===== src/rtl/store_buffer.sv =====
// Store buffer: circular FIFO of word stores draining to data memory, with youngest-match load forwarding.
// Latency: a push becomes visible at the next edge and drains one entry per cycle while dm_busy is low.
// Backpressure: st_ready drops when the buffer is full, and the head is held while dm_busy is high.
module store_buffer #(
    parameter int DEPTH = 4
) (
    input  logic                       clk,
    input  logic                       Reset,
    input  logic                       st_valid,
    input  logic [31:0]                st_addr,
    input  logic [31:0]                st_data,
    input  logic [31:0]                st_pc,
    output logic                       st_ready,
    input  logic [31:0]                ld_addr,
    output logic                       ld_hit,
    output logic [31:0]                ld_data,
    input  logic                       dm_busy,
    output logic                       dm_we,
    output logic [31:0]                dm_addr,
    output logic [31:0]                dm_wdata,
    output logic [31:0]                dm_pc,
    output logic [$clog2(DEPTH):0]     count,
    output logic                       empty
);

    localparam int PW = $clog2(DEPTH);
    localparam logic [PW:0] FULL = (PW+1)'(DEPTH);

    logic [31:0]   addr_q [DEPTH];
    logic [31:0]   data_q [DEPTH];
    logic [31:0]   pc_q   [DEPTH];
    logic [PW-1:0] head;
    logic [PW-1:0] tail;
    logic [PW:0]   cnt;
    logic          push;
    logic          pop;
    logic [PW-1:0] idx;

    // Only the word-index bits of a load address take part in the lookup.
    logic unused_ld_bits;
    assign unused_ld_bits = &{1'b0, ld_addr[31:12], ld_addr[1:0]};

    assign st_ready = (cnt < FULL);
    assign empty    = (cnt == '0);
    assign count    = cnt;
    assign push     = st_valid & st_ready;
    assign dm_we    = ~empty & ~dm_busy;
    assign pop      = dm_we;

    assign dm_addr  = empty ? 32'd0 : addr_q[head];
    assign dm_wdata = empty ? 32'd0 : data_q[head];
    assign dm_pc    = empty ? 32'd0 : pc_q[head];

    always_ff @(posedge clk or negedge Reset) begin
        if (!Reset) begin
            head <= '0;
            tail <= '0;
            cnt  <= '0;
        end else begin
            if (push) tail <= tail + 1'b1;
            if (pop)  head <= head + 1'b1;
            case ({push, pop})
                2'b10:   cnt <= cnt + 1'b1;
                2'b01:   cnt <= cnt - 1'b1;
                default: cnt <= cnt;
            endcase
        end
    end

    // Payload storage is left uninitialised; validity comes solely from head/count.
    always_ff @(posedge clk) begin
        if (push) begin
            addr_q[tail] <= st_addr;
            data_q[tail] <= st_data;
            pc_q[tail]   <= st_pc;
        end
    end

    // Walk from oldest to youngest so the last match seen (closest to tail) wins.
    always_comb begin
        ld_hit  = 1'b0;
        ld_data = 32'd0;
        idx     = '0;
        for (int k = 0; k < DEPTH; k++) begin
            idx = head + PW'(k);
            if (((PW+1)'(k) < cnt) && (addr_q[idx][11:2] == ld_addr[11:2])) begin
                ld_hit  = 1'b1;
                ld_data = data_q[idx];
            end
        end
    end

endmodule


===== config.mk =====
export PLATFORM = sky130hd
export DESIGN_NAME = store_buffer
export DESIGN_NICKNAME = d
export VERILOG_FILES = /design/src/rtl/store_buffer.sv
export SDC_FILE = /design/constraint.sdc
export NUM_CORES = 1
export LEC_CHECK = 0
export CAP_MARGIN = 20
export CELL_PAD_IN_SITES_DETAIL_PLACEMENT = 1
export CELL_PAD_IN_SITES_GLOBAL_PLACEMENT = 2
export CORE_ASPECT_RATIO = 1.5
export CORE_MARGIN = 2
export CORE_UTILIZATION = 40
export DETAILED_ROUTE_END_ITERATION = 10
export GPL_TIMING_DRIVEN = 0
export PLACE_DENSITY = 0.89
export SLEW_MARGIN = 20
export SYNTH_ARGS = -nofsm -noshare
export SYNTH_HDL_FRONTEND = slang
export SYNTH_SLANG_ARGS = --single-unit

===== constraint.sdc =====
create_clock -name clk -period 4.8 [get_ports clk]
set_clock_uncertainty 0.1 [all_clocks]
set_input_delay 0.96 -clock clk [delete_from_list [all_inputs] [get_ports clk]]
set_output_delay 0.96 -clock clk [all_outputs]
set_load 0.01 [all_outputs]

# After elaboration in Yosys (flattened, before gate mapping)
# Memories as Yosys holds them, arrays and structs flattened.
# Cells that the tools add are included.
# op_classes
add_sub_neg,6
magnitude_cmp,5
eq_ne,6
n_mux,14
n_bitwise,4
reduce_logical,6
# op_table
op,n
32-bit two-way mux,7
10-bit equality test,4
1-bit by 3-bit less-than comparator with 1-bit output (first input constant),2
2-bit by 3-bit less-than comparator with 1-bit output (first input constant),2
1-bit two-way mux,6
3-bit case mux with 2 select lines,1
2-bit by 1-bit adder with 2-bit output (second input constant),2
2-bit adder (second input constant),2
1-bit logical AND,4
3-bit by 1-bit adder with 3-bit output (second input constant),1
3-bit logical NOT,1
3-bit less-than comparator (second input constant),1
3-bit by 1-bit subtractor with 3-bit output (second input constant),1
1-bit AND,2
2-bit by 1-bit equality test with 1-bit output (second input constant),1
2-bit equality test (second input constant),1
1-bit NOT,2
2-bit nonzero test,1
# totals
register_bits,7
mem_bits_rw,384
input_bits,132
word_cells,47
mem_count,3
# memory_table
memory,depth,width,rd,rd_ports_with_merged_regs,write_ports,line,rtl
addr_q,4,32,4,0,1,29,logic [31:0] addr_q [DEPTH];
data_q,4,32,4,0,1,30,logic [31:0] data_q [DEPTH];
pc_q,4,32,1,0,1,31,logic [31:0] pc_q [DEPTH];

# Logic depth before layout (Yosys ltp)
# An unclocked memory read counts as a cell.
# logic_depth
ltp_word,7
mapped_depth,14
depth_no_buf,9

# Worst setup path before layout
# No wires, ideal clock.
# synth_path
kind,input-to-reg
startpoint,input port st_valid
endpoint,memory addr_q[0][0] (enable)
setup_time_ns,0.466
arrival_time_ns,3.556
setup_slack_ns,0.679
path_stages,3
cell_sequence,nor2b_1 > clkbuf_1 > and2_1
# synth_via
elab_chain_len,3
# synth_lines
item,line,rtl
"start, declared",9,"input logic st_valid,"
1-bit AND,46,assign push = st_valid & st_ready;
1-bit two-way mux,72,if (push) begin
1-bit two-way mux (implied by the code),73,addr_q[tail] <= st_addr;
"end, declared",29,
# No other way between the ends.

# Worst setup path in the final report
# layout_path
startpoint,register head[0]
endpoint,output port ld_data[29]
# layout_via
elab_chain_len,7
word_cells_on_any_way,17
classes_between,add/sub (3); eq/ne (4); mux (4); reduce/logical (4); memory (2)
# layout_lines
item,line,rtl
"start, declared",32,logic [PW-1:0] head;
"start signal, assigned",61,if (pop) head <= head + 1'b1;
2-bit by 1-bit adder with 2-bit output / memory read 4 x 32 bit (equally long branches),n/a,
memory read 4 x 32 bit / 10-bit equality test (equally long branches),n/a,
10-bit equality test / 1-bit logical AND (equally long branches),86,if (((PW+1)'(k) < cnt) && (addr_q[idx][11:2] == ld_addr[11:2])) begin
1-bit logical AND / 32-bit two-way mux (equally long branches),86,
32-bit two-way mux (2 in a row),86,
32-bit two-way mux *,86,
"end, declared",16,"output logic [31:0] ld_data,"
# Mark *: on every way between the ends. The rest lies on a longest branch, timed or not.

==> qor.yml <==
status: "finished with violations"
violations: "negative setup slack"
maxSlewHeadroom_pct: 46.17
antenna_found_initial: 11
clk_pin_slew_ps: 70
hold_viol: 0
rsz0062_at_grt: "yes"
setup_viol: 7
grt_start_max_net_pins: 41
synth-seq-cells: 391
place_ws_ps: -534.7
cts_tree: "built"
syn-num-nets: 1450
endpoint: "ld_data[29]"
p_leak_uw: 0.008640
ctsRootBufferMaster: "clkbuf_16"
drc: 0
p_clk_share_pct: 21.6
period_needed_ps: 4869
synth_edf_count: 384
cp_data_required_time_ps: 3740
power_frac_comb_pct: 49.3
finalCritPeriodShare_pct: 101.4
route.met2.wl_um: 33850
pin_count: 267
layout-drive-gt1-share_pct: 29.53
fp.dieW_um: 185.3
min_path_type: "reg2reg"
synth_area_leaders: "edfxtp_1 (58%), mux4_2 (12%), mux2i_1 (3.8%)"
async_flop_share_pct: 1.790
totalWireLength_um: 61760
ir_drop_uv: 389.4
final-max-slew-violation-count: 0
p_switching_uw: 5593
drtIter0Drc: 813
synthCells: 1309
total_power_uw: 15390
place_congestion: 0.8701
worstSetupStartpointType: "register"
syn_to_final_growth_pct: 28.21
ant_nets: 0
wl_met3_um: 3353
tightestPinTransition_ps: 807.4
placedInstanceArea_mm2: 0.02312
grt_pass1_wl_um: 91040
drt-pass1-iter-count: 5
coreArea_mm2: 0.04868
timing.setup.tns_ps: -169.0
clock.fmax_ghz: 0.2054
worstPathMaxFanout: 7
routed.top_layer: "met5"
reg2reg_to: "pc_q[3][12]"
cts_sinks: 391
drv_cap: 0
hpwl_um: 43150
r2r_cells: 5
fin_area_mm2: 0.02528
ys_warn_count: 0
ctsHtreeMaxLevel: 2
switching_share_pct: 36.34
p_int_uw: 9797
cts_buffer_depth: 3
grt_pass1_vias: 14600
routed_via_density: 5.610
nets: 1769
die-height_um: 275.9
yosysTopAreaCellShare_pct: 58.48
mostFrequentLayoutCells: "edfxtp_1 (384), clkdlybuf4s50_1 (204), nand2_1 (136)"
hp-start: "tail[1]"
grt_usage_pct: 24.14
numCtsBuffers: 38
layout_setup_ws_ps: -68.93
r2r_slack_ps: 2200
vias: 13010
initial_core_util_pct: 40.50
wl_per_cell_um: 26.63
arrival_ps: 3810
row_count: 99
final_common_cell: "edfxtp_1"
ys_seq_area_share_pct: 59.37
endpoint_kind: "primary output"
power_density_mw_per_mm2: 608.8
die-area_mm2: 0.05112
avgSynthCellArea_um2: 15.06
wl_met1_um: 21690
path_class: "reg2out"
p_seq_share_pct: 29.1
critPathLaunch: "head[0]"
overflow: 0
clk_latency_ps: 550
synth_cell_types: 63
synth_top_area_cell: "edfxtp_1"
port_buffers: 237
ys.flop_type: "edfxtp_1"
r2r_start: "count[2]"
syn_area_mm2: 0.01972
[area by class of cell]
| cell class | count | area, µm² |
|---|---|---|
| Buffer | 99 | 769.5 |
| Antenna cell | 7 | 17.52 |
| Inverter | 8 | 31.28 |
| Sequential cell | 391 | 11710 |
| Clock inverter | 28 | 399.1 |
| Tap cell | 656 | 820.8 |
| Fill cell | 4685 | 23400 |
| Clock buffer | 40 | 979.7 |
| Multi-Input combinational cell | 809 | 7747 |
| Timing Repair Buffer | 281 | 2808 |
[synth_stat cells (32+ instances only)]
master	number
nor2_1	38
edfxtp_1	384
nor2b_1	77
nand2_1	136
or2_2	32
o21ai_0	58
clkbuf_1	38
mux4_2	104
buf_2	34
mux2i_1	74
mux2_2	52
[state kept, by name, summed over array words and instances, names as in the netlist]
signal and cells:
addr_q 128, count 3, data_q 128, head 2
pc_q 128, tail 2
[metrics by stage]
step | utilization [%] | instances | hold WS (ps)
2_1_floorplan | - | 1309 | 479.6
3_3_place_gp | 47.06 | 2202 | 495.2
3_5_place_dp | 47.49 | 2210 | 551.4
4_1_cts | 51.52 | 2301 | 563.2
5_1_grt | 51.93 | 2318 | 591.9
6_report | 51.93 | 2319 | 553.8
[worst max-delay path: stages (launching register included)]
cell,delay (ps)
dfrtp_2,450
buf_12,160
buf_12,140
buf_12,120
mux2i_2,360
o311ai_0,170
mux2i_1,280
and3_1,300
and2_4,250
buf_8,130
or3b_4,370
a311oi_2,320
buf_2,190
[worst min-delay path by stage]
stage	cells past startpoint	to	slack (ps)
2_1_floorplan	2	tail[1]	480
3_3_place_gp	2	tail[1]	500
3_5_place_dp	1	count[0]	550
4_1_cts	2	tail[1]	560
5_1_grt	1	count[1]	590
6_report	2	tail[1]	550
[power groups by stage]
stage          Clock, µW  Sequential (µW)  Combinational [µW]
4_1_cts             3380             4470                7570
6_report            3330             4480                7580
3_5_place_dp           0             4530                7190
3_3_place_gp           0             4580                6980
5_1_grt             3490             4520                8070
2_1_floorplan          0             4500                4150
[logic make-up after synthesis]
| kind of cell | synth area share (%) |
|---|---|
| xor+xnor | 2.043 |
| fa+ha+maj | 0.5711 |
| flops | 59.37 |
| mux | 18.79 |
| compound gates | 6.714 |
| simple gates | 9.442 |
| buf+inv | 3.071 |
[metal layers]
layer | global-route usage, % | up-vias
met4 | 11.82 | 10
li1 | - | 5699
met3 | 4.603 | 147
met5 | 0 | -
met1 | 25.84 | 6713
met2 | 45.13 | 441
[repair_timing]
item,in CTS,in global routing
hold buffers,0,0
endpoints found under the hold margin,0,0
gates resized for setup,208,60
setup buffers,20,11
setup endpoints to repair,122,73
cloned,3,2
pin swaps,16,21
Power figures use the tool's default switching activity.
